File: src/rtl/parity_seq_ctrl.sv
// Serial parity generator: accepts a word, folds its bits LSB-first into a parity accumulator,
// then presents the word with its parity bit. Define PARITY_ODD_EN for odd parity (default even).
module parity_seq_ctrl #(
  parameter int DATA_W = 8
) (
  input  logic              clk,
  input  logic              reset,
  input  logic              in_valid,
  output logic              in_ready,
  input  logic [DATA_W-1:0] in_data,
  output logic              out_valid,
  input  logic              out_ready,
  output logic [DATA_W-1:0] out_data,
  output logic              out_parity,
  output logic              busy,
  output logic [7:0]        frame_cnt
);

  localparam int CNT_W = $clog2(DATA_W + 1);
  localparam logic [CNT_W-1:0] LAST_CNT = CNT_W'(DATA_W);

  localparam logic [2:0] IDLE  = 3'b001;
  localparam logic [2:0] SHIFT = 3'b010;
  localparam logic [2:0] DONE  = 3'b100;

`ifdef PARITY_ODD_EN
  localparam logic PAR_INV = 1'b1;
`else
  localparam logic PAR_INV = 1'b0;
`endif

  logic [2:0]        state_r;
  logic [DATA_W-1:0] data_r;
  logic [DATA_W-1:0] shift_r;
  logic              acc_r;
  logic [CNT_W-1:0]  cnt_r;
  logic              parity_r;
  logic [7:0]        frame_cnt_r;

  // One-hot state bits drive the handshake flags directly, so they come straight from flops.
  assign in_ready   = state_r[0];
  assign busy       = ~state_r[0];
  assign out_valid  = state_r[2];
  assign out_data   = data_r;
  assign out_parity = parity_r;
  assign frame_cnt  = frame_cnt_r;

  // Control FSM with serial parity datapath and frame counter.
  always_ff @(posedge clk or posedge reset) begin
    if (reset) begin
      state_r     <= IDLE;
      data_r      <= '0;
      shift_r     <= '0;
      acc_r       <= 1'b0;
      cnt_r       <= '0;
      parity_r    <= 1'b0;
      frame_cnt_r <= 8'd0;
    end else begin
      case (state_r)
        IDLE: begin
          if (in_valid) begin
            data_r  <= in_data;
            shift_r <= in_data;
            acc_r   <= 1'b0;
            cnt_r   <= '0;
            state_r <= SHIFT;
          end else begin
            state_r <= IDLE;
          end
        end
        SHIFT: begin
          // All DATA_W bits are folded in before the transition cycle, giving DATA_W+1 latency.
          if (cnt_r == LAST_CNT) begin
            parity_r <= acc_r ^ PAR_INV;
            state_r  <= DONE;
          end else begin
            acc_r   <= acc_r ^ shift_r[0];
            shift_r <= shift_r >> 1;
            cnt_r   <= cnt_r + CNT_W'(1);
          end
        end
        DONE: begin
          if (out_ready) begin
            frame_cnt_r <= frame_cnt_r + 8'd1;
            state_r     <= IDLE;
          end else begin
            state_r <= DONE;
          end
        end
        default: begin
          state_r <= IDLE;
        end
      endcase
    end
  end

endmodule

File: config.mk
export PLATFORM = sky130hd
export DESIGN_NAME = parity_seq_ctrl
export DESIGN_NICKNAME = d
export VERILOG_FILES = /design/src/rtl/parity_seq_ctrl.sv
export SDC_FILE = /design/constraint.sdc
export NUM_CORES = 1
export LEC_CHECK = 0
export CAP_MARGIN = 15
export CELL_PAD_IN_SITES_DETAIL_PLACEMENT = 1
export CELL_PAD_IN_SITES_GLOBAL_PLACEMENT = 1
export CORE_MARGIN = 10
export CORE_UTILIZATION = 42
export DETAILED_ROUTE_END_ITERATION = 10
export PLACE_DENSITY_LB_ADDON = 0.1
export SYNTH_ARGS = -nofsm -noshare
export SYNTH_HDL_FRONTEND = slang
export SYNTH_SLANG_ARGS = --single-unit
export TNS_END_PERCENT = 20
File: constraint.sdc
create_clock -name clk -period 2.5 [get_ports clk]
set_clock_uncertainty 0.2 [all_clocks]
set_input_delay 0.5 -clock clk [delete_from_list [all_inputs] [get_ports clk]]
set_output_delay 0.5 -clock clk [all_outputs]
set_load 0.005 [all_outputs]
==> out/qor.csv <==
stage,metric,value,unit
critical_path,crit_arrival,1510,ps
cts,clock-sinks,33,
final_layout,postLayoutCellArea,0.001942,sq mm
yosys,synth_nets,149,
timing,fin_crit,2207,ps
cts,cts_buffers,5,
timing,rsz0062_at_grt,no,
timing,fin_crit_sh,88.29,%
placed_design,dp.cells,210,
yosys,yosys-top-cells-area,"dfrtp_1, nand2_1, o221a_1, nand2b_1, xnor2_1",
critical_path,critPathTopFamily,flip-flops,
floorplan,core_area,0.003390,sq mm
yosys,synth_ff_type,dfrtp_1,
yosys,synthMuxAreaShare,1.508,%
critical_path,critical_path_class,reg -> out,
critical_path,required,1800,ps
yosys,yosysTopAreaCell,dfrtp_1,
cts,cts_tree,done,
yosys,synth-edff-count,0,
yosys,synthTopCellsByCount,"dfrtp_1, nand2_1, nand2b_1",
critical_path,critPathCaptureType,output port,
cts,postCtsSetupBuffers,0,
power_and_ir_drop,p_leak,0.0008508,uW
floorplan,die_y,79.64,microns
critical_path,cp_num_buf_inv,1,
timing,setup-violations-final,0,
cts,cts_hold_buf,0,
yosys,synth_top_area_share,53.60,%
yosys,ys_async_sr_fraction,100.0,%
final_layout,layout-drive-gt1-share,8.721,%
yosys,yosysWarnings,0,
power_and_ir_drop,vdd_ir_drop_max,0.4444,mV
yosys,ys_types,35,
yosys,synthAdderAreaFrac,2.513,%
critical_path,crit_path_cell_trace,clkdlybuf4s50_1,
placed_design,postPlaceCellArea,0.001857,sq mm
yosys,avgSynthCellArea,11.15,sq um
placed_design,port_buffers,31,
global_route,gr-usage-all-layers,12.47,%
cts,insertion_delay,330,ps
flow_run,maxCapViolations,0,
yosys,syn_area,0.001494,sq mm
timing,relSlewSlack,67.72,%
floorplan,ioPinCount,32,
detailed_routing,dr_total_vias,1150,
global_route,antenna_found_initial,0,
cts,clk_path_buf_depth,2,
yosys,synthMostInstantiatedCell,dfrtp_1,
yosys,yosys.area_share.xor_xnor,4.104,%
yosys,synthCells,134,
global_route,grt_first_pass_wirelength,6265,microns
detailed_routing,wirelength,3586,microns
yosys,synth_seq_area_share,55.36,%
detailed_routing,ant_nets,0,
detailed_routing,wl_per_cell,16.45,microns
global_route,gr-total-overflow,0,
detailed_routing,wl_met3,194,microns
detailed_routing,route.detailed.drc,0,
critical_path,max_stage_delay,630,ps
critical_path,slowest_stage,dfstp_2,
global_route,grt_start_max_net_pins,34,
final_layout,fin_cells,218,
detailed_routing,vias_per_cell,5.275,
min_path,hp-class,reg -> reg,
power_and_ir_drop,power_density,1023,mW/mm^2
global_route,grt_pass1_vias,1289,
critical_path,startpoint_type,register,
cts,path_clk_slew,100,ps
critical_path,cp_max_fo,8,
cts,cts_root_buf,clkbuf_4,
floorplan,rows,21,
cts,cts-resized-gates,0,
status,status,"complete, no violations",
yosys,synth_simple_gate_area_share,22.86,%
detailed_routing,initialDrtViolationCount,48,
floorplan,die_x,79.64,microns
detailed_routing,met2_length,1805,microns
timing,tns,0,ps
yosys,yosys_register_bits,33,
final_layout,utilization,57.29,%
detailed_routing,wirelength_met1,1532,microns
timing,fmax,0.4531,GHz
floorplan,die_area,0.006343,sq mm
cts,htreeDepth,2,
placed_design,place_congestion,0.7255,
detailed_routing,top_layer,met4,
floorplan,start_util,44.08,%
detailed_routing,drtPass1Iterations,4,
timing,tightest_slew,484.1,ps
placed_design,place.detailed.hpwl,2701,microns
yosys,synth_top_family_by_area,simple AND/OR/NAND/NOR gates,
timing,final-hold-violation-count,0,
final_layout,antenna_cells,0,
final_layout,num-nets-final,186,
yosys,synth_compound_gate_area_share,10.55,%
timing,report.final.slew_viol_count,0,
final_layout,syn2layout_area_growth,29.98,%
## per-layer routing
metal  global-route usage [%]  vias up
li1                         -      544
met1                    13.56      574
met2                    21.36       27
met3                    4.392        5
met4                    5.376        0
met5                        0        -
## worst paths after layout
path | startpoint | endpoint | slack [ps] | cells after the start
worst max-delay path | state_r[0]$_DFFE_PP1P_ | in_ready | 290 | 1
max in group asynchronous | reset | state_r[0]$_DFFE_PP1P_ | 1420 | 3
worst min register to register | frame_cnt[7]$_DFFE_PP0P_ | frame_cnt[7]$_DFFE_PP0P_ | 280 | 1
worst max register to register | cnt_r[0]$_DFFE_PP0P_ | shift_r[6]$_DFFE_PP0P_ | 570 | 5
min in group asynchronous | reset | out_data[4]$_DFFE_PP0P_ | 350 | 3
worst min-delay path | frame_cnt[7]$_DFFE_PP0P_ | frame_cnt[7]$_DFFE_PP0P_ | 280 | 1
## through the flow
step	power (uW)	hold WS, ps	setup WS [ps]
floorplan	1249	266.8	869.1
global placement	1547	259.3	434.2
detailed placement	1591	265.4	404.9
CTS	2017	287.5	261.6
global route	2157	323.8	210.7
finish	1986	282.5	292.8
## kinds of logic after synthesis
logic type | after synthesis
buffers and inverters | 9
adders and majority gates | 3
xor gates and xnor gates | 7
muxes | 2
AOI/OAI and AO/OA | 19
DFF | 33
and+or+nand+nor | 61
## cell type report
| class | count | area (sq um) |
|---|---|---|
| Clock inverter | 1 | 30.03 |
| Sequential cell | 33 | 827.0 |
| Timing Repair Buffer | 34 | 332.8 |
| Inverter | 5 | 18.77 |
| Multi-Input combinational cell | 92 | 620.6 |
| Clock buffer | 7 | 55.05 |
| Tap cell | 46 | 57.56 |
| Fill cell | 377 | 1448 |
## cells in the final DEF, fill, tap and decap left out, types with 3 or more instances in the layout
master           instances
dfrtp_1                 32
clkdlybuf4s50_1         31
nand2_1                 27
nand2b_1                 9
nand3_1                  7
o221a_1                  7
xnor2_1                  6
inv_1                    5
clkbuf_4                 5
o21ai_1                  3
nor2_1                   3
ha_1                     3
buf_4                    3
## state kept, by name (all words and copies together), names as in the netlist
register / count
out_parity: 1
shift_r: 8
cnt_r: 4
acc_r: 1
frame_cnt: 8
state_r: 3
out_data: 8
## where the power goes
group	leakage [uW]	switching (uW)	internal [uW]
Clock	0.0000455	179	239
Combinational	0.000389	318	379
Sequential	0.000416	150	720
Total	0.000851	647	1340
No activity file was read; power rests on OpenSTA's default activity.
==> RTL change 1 (same flow settings) <==
`DATA_W`: 8 -> 16.
--- a/src/rtl/parity_seq_ctrl.sv
+++ b/src/rtl/parity_seq_ctrl.sv
@@ -1,7 +1,7 @@
 // Serial parity generator: accepts a word, folds its bits LSB-first into a parity accumulator,
 // then presents the word with its parity bit. Define PARITY_ODD_EN for odd parity (default even).
 module parity_seq_ctrl #(
-  parameter int DATA_W = 8
+  parameter int DATA_W = 16
 ) (
   input  logic              clk,
   input  logic              reset,
Interface: changed (resized in_data and out_data); port bits go from 32 to 48. The function was not compared with the original's and may differ.
==> RTL change 1 against the original RTL <==
Worst setup slack improved by 0.018 ns; worst hold slack got worse by 0.00077 ns; fmax increased by 0.82%; cell area increased by 56%; sequential cell count grew 17; total power up 58%; synthesized cell count rose by 73%; area after synthesis grew 58%; wire length increased by 74%; largest power group unchanged; highest routed layer unchanged.
==> RTL change 1: results (changes against the original RTL) <==
* Top delay family on crit path: flip-flops
* Slew margin rel. at 57.5% (-10 points)
* CTS Buf Count at 5 (unchanged)
* Ys async rst share at 100% (unchanged)
* Data arrival, critical path at 1.49 ns (-0.02 ns)
* DR pass1 iterations at 4 (unchanged)
* Reg clk slew, reported paths at 0.09 ns
* Starting DRT DRC Count at 103 (+110%)
* Sw frac at 34.9% (+2.3 points)
* Clk root buf: clkbuf_8
* Hold crit path type: flop to flop
* Post-CTS Setup Bufs at 0 (unchanged)
* Predominant post-synthesis flop cell: dfrtp_1
* Syn. warnings at 0 (unchanged)
* Number of global-route vias before repair at 2032 (+58%)
* Routed WL at 6250 um (+74%)
* N_diodes at 0 (unchanged)
* Ranking of synthesized cells by area: dfrtp_1 (52%), nand2_1 (8.1%), a32oi_1 (5.6%), o22ai_1 (4.0%), inv_1 (3.2%)
* Critical Path Start: state_r[0]
* Final net count at 304 (+63%)
* Commonest cells post-synth: nand2_1 (51), dfrtp_1 (49), inv_1 (20)
* Worst skew pair latency at 0.31 ns (-0.02 ns)
* Finished Layout Cells at 354 (+62%)
* Initial antenna violation count at 0 (unchanged)
* First-pass GRT wire length at 10300 um (+65%)
* Status: completed
* Post-CTS Resized at 0 (unchanged)
* H-Tree Depth at 2 (unchanged)
* Vias per cell at 5.33 (+0.99%)
* Worst Path Max Fanout at 9 (+1)
* Multi-input gate area at 952 um2 (+53%)
* Post-synthesis sequential area ratio at 53.2% (-2.2 points)
* Placer Congestion at 0.742 (+2.3%)
* Leak at 0.00139 uW (+64%)
* Hold Startpoint: acc_r
* Layout cells sized above 1 at 9.93% (+1.2 points)
* Port buffer count at 47 (+52%)
* Peak supply drop at 541 uV (+22%)
* DPL Wire Length at 4260 um (+58%)
* CTS max path bufs at 2 (unchanged)
* R2R Setup Slk at 0.36 ns (-0.21 ns)
* Fillers at 619 (+64%)
* Syn Nets at 255 (+71%)
* Cell variety after synth at 34 (-2.9%)
* Post-synth top area share at 52.0% (-1.6 points)
* Hold_ws at 0.282 ns (-0.000772 ns)
* Post-Syn Area per Cell at 10.2 um2 (-8.9%)
* Largest net degree at the start of global routing at 51 (+50%)
* Global-route usage over all layers at 14.6% (+2.2 points)
* Crit-path slowest cell: dfstp_2
==> RTL change 1: per-stage QoR <==
stage | power (uW) | util [%] | cell area [um2] | worst slack [ns]
2_1_floorplan | 2010 | - | 2360 | 0.600
3_3_place_gp | 2530 | 53.4 | 2920 | 0.337
3_5_place_dp | 2590 | 53.4 | 2920 | 0.264
4_1_cts | 3190 | 55.4 | 3030 | 0.285
5_1_grt | 3390 | 55.4 | 3030 | 0.233
6_report | 3140 | 55.4 | 3030 | 0.311
==> RTL change 1: power by group through the flow <==
stage | sequential (uW) | clock (uW) | combinational [uW]
3_3_place_gp | 1280 | 0 | 1250
5_1_grt | 1320 | 643 | 1430
3_5_place_dp | 1290 | 0 | 1290
6_report | 1280 | 584 | 1280
2_1_floorplan | 1270 | 0 | 741
4_1_cts | 1280 | 605 | 1300
==> RTL change 1: final timing paths <==
| check | endpoint | depth (start not counted) |
|---|---|---|
| setup reg to reg | shift_r[5] | 3 |
| hold reg to reg | acc_r | 1 |
| hold / removal | acc_r | 1 |
| setup / recovery | busy | 2 |
| max in group asynchronous | state_r[0] | 3 |
| min in group asynchronous | cnt_r[4] | 3 |
==> RTL change 1: logic make-up (layout without fill, tap and decap cells) <==
kind of cell | count (synthesis) | after routing | share of synthesized area [%]
XOR/XNOR | 8 | 8 | 2.97
AO/OA/AOI/OAI | 39 | 39 | 11.8
multiplexers | 6 | 6 | 3.40
AND/OR/NAND/NOR | 92 | 92 | 20.7
flip-flops | 50 | 50 | 53.2
buffers and inverters | 34 | 84 | 6.43
adder cells (fa/ha/maj) | 3 | 3 | 1.59
==> RTL change 1: area by class of cell <==
| cell class | instances | share of cell area (%) |
|---|---|---|
| well taps | 72 | 2.97 |
| multi-input cells | 148 | 31.4 |
| flip-flops and latches | 50 | 41.3 |
| inverters | 20 | 2.47 |
| repair buffers | 56 | 18.1 |
| clock inverters | 3 | 1.48 |
| clock buffers | 5 | 2.27 |
==> RTL change 1: worst register-to-register path, cell delays in order, from the launching register on <==
cell     delay [ns]
dfstp_2        0.63
or3b_4         0.36
mux2i_4        0.64
o22ai_1        0.17
==> RTL change 1: metal layers <==
metal / GRT usage (%) / vias to the layer above / part of all wire, %
li1: - / 892 / -
met3: 4.36 / 8 / 5.1
met4: 4.49 / 0 / 1.1
met5: 0 / - / 0
met1: 17.4 / 955 / 43
met2: 24.8 / 31 / 51
==> RTL change 2 (same settings) <==
Made on the original files. Register the output `frame_cnt` once more, cleared by the reset; this adds one clock of latency there. The other outputs are not delayed to match.
--- a/src/rtl/parity_seq_ctrl.sv
+++ b/src/rtl/parity_seq_ctrl.sv
@@ -43,7 +43,13 @@
   assign out_valid  = state_r[2];
   assign out_data   = data_r;
   assign out_parity = parity_r;
-  assign frame_cnt  = frame_cnt_r;
+  always_ff @(posedge clk or posedge reset) begin
+    if (reset) begin
+      frame_cnt <= '0;
+    end else begin
+      frame_cnt <= frame_cnt_r;
+    end
+  end
 
   // Control FSM with serial parity datapath and frame counter.
   always_ff @(posedge clk or posedge reset) begin
Function: same outputs for any inputs over 10 cycles, from zero or initial values and one cycle with reset high; that may be too few to reach the edited logic, so the function may still have changed.
==> RTL change 2 against the original RTL <==
Combinational power is 4.3% lower; sequential cell count increased by 8; wire length increased by 2.3%; area after synthesis is 13% higher; fmax increased by 3.2%; critical path type unchanged; total power increased by 16%; final cell count shrank 2.3%; highest routed layer unchanged; worst setup slack better by 0.069 ns; cell area is 12% higher; critical endpoint unchanged.
==> RTL change 2: results (changes against the original RTL) <==
* Status: completed
* Reg clk slew, reported paths at 0.08 ns (-0.02 ns)
* Layout cells sized above 1 at 19.0% (+10 points)
* Routed WL per cell at 17.2 um (+4.7%)
* Number of global-route vias before repair at 1249 (-3.1%)
* Starting DRT DRC Count at 46 (-4.2%)
* Ranking of synthesized cells by area: dfrtp_1 (59%), mux2_2 (4.6%), o221a_2 (4.6%), ha_1 (2.2%), xnor2_1 (2.1%)
* H-Tree Depth at 2 (unchanged)
* Cell variety after synth at 36 (+2.9%)
* Leak at 0.000958 uW (+13%)
* Hold crit path type: flop to flop
* Data arrival, critical path at 1.44 ns (-0.07 ns)
* First-pass GRT wire length at 6340 um (+1.2%)
* CTS max path bufs at 2 (unchanged)
* Post-CTS Resized at 0 (unchanged)
* Syn Nets at 140 (-6.0%)
* Largest stage delay, worst path at 0.62 ns
* Peak supply drop at 555 uV (+25%)
* Commonest cells post-synth: dfrtp_1 (40), nand2_1 (8), inv_1 (7), mux2_2 (7), o221a_2 (7)
* Post-synth top area share at 59.0% (+5.4 points)
* Predominant post-synthesis flop cell: dfrtp_1
* Syn. warnings at 0 (unchanged)
* Ys async rst share at 100% (unchanged)
* DR pass1 iterations at 4 (unchanged)
* Crit-path slowest cell: dfstp_2
* Clk root buf: clkbuf_8
* Final Hold Fails at 0 (unchanged)
* Post-synthesis sequential area ratio at 60.6% (+5.2 points)
* Vias per cell at 5.23 (-0.86%)
* Top delay family on crit path: flip-flops
* Initial antenna violation count at 0 (unchanged)
* Worst Path Max Fanout at 8 (unchanged)
* Global-route usage over all layers at 11.0% (-1.5 points)
* CTS Buf Count at 5 (unchanged)
* Post-CTS Setup Bufs at 0 (unchanged)
* Final net count at 177 (-4.8%)
* Dpl cell area at 2040 um2 (+9.9%)
* Port buffer count at 31 (unchanged)
* N_diodes at 0 (unchanged)
* Worst slew pin tran at 0.513 ns (+0.0285 ns)
* Placer Congestion at 0.698 (-3.8%)
* Worst skew pair latency at 0.29 ns (-0.04 ns)
* Largest net degree at the start of global routing at 42 (+24%)
* DPL Wire Length at 2620 um (-3.1%)
RTL change 2: cell families after synthesis:
kind of cell / synth area share, %
flops: 60.6
xor+xnor: 3.62
simple gates: 13.9
fa+ha+maj: 2.21
compound gates: 9.67
buf+inv: 4.06
mux: 5.98
RTL change 2: power by group:
part           switching (uW)  internal, uW  total [uW]
Combinational             270           398         668
Clock                     232           397         629
Sequential                140           858         997
RTL change 2: path summary, 6_finish.rpt:
path	cells past startpoint	slack, ns	endpoint	start
max	1	0.36	in_ready	state_r[0]
min in group asynchronous	3	0.44	frame_cnt[3]	reset
max reg2reg	5	0.58	shift_r[0]	cnt_r[1]
max in group asynchronous	3	1.28	state_r[0]	reset
min reg2reg	0	0.20	frame_cnt[7]	frame_cnt_r[7]
min	0	0.20	frame_cnt[7]	frame_cnt_r[7]
RTL change 2: metal layers:
layer  part of all wire [%]  vias up  global-route usage, %
li1                       -      517                      -
met1                     43      561                   12.8
met2                     48       27                   17.4
met3                    6.8        9                   4.98
met4                    1.8        0                   4.11
met5                      0        -                      0
RTL change 2: layout make-up:
cell class              instances  area (um2)
clock buffers                   5        68.8
clock inverters                 3        65.1
fillers                       414        1770
inverters                       7        26.3
multi-input cells              74         599
flip-flops and latches         41        1030
well taps                      50        62.6
repair buffers                 33         325
RTL change 2: per-stage QoR:
| step | hold WS [ns] | instances | worst slack (ns) | total power (uW) |
|---|---|---|---|---|
| after floorplan | 0.172 | 125 | 0.785 | 1400 |
| after global placement | 0.185 | 205 | 0.378 | 1650 |
| after detailed placement | 0.188 | 205 | 0.347 | 1690 |
| after CTS | 0.206 | 213 | 0.339 | 2330 |
| after global routing | 0.218 | 213 | 0.292 | 2440 |
| final | 0.202 | 213 | 0.362 | 2290 |
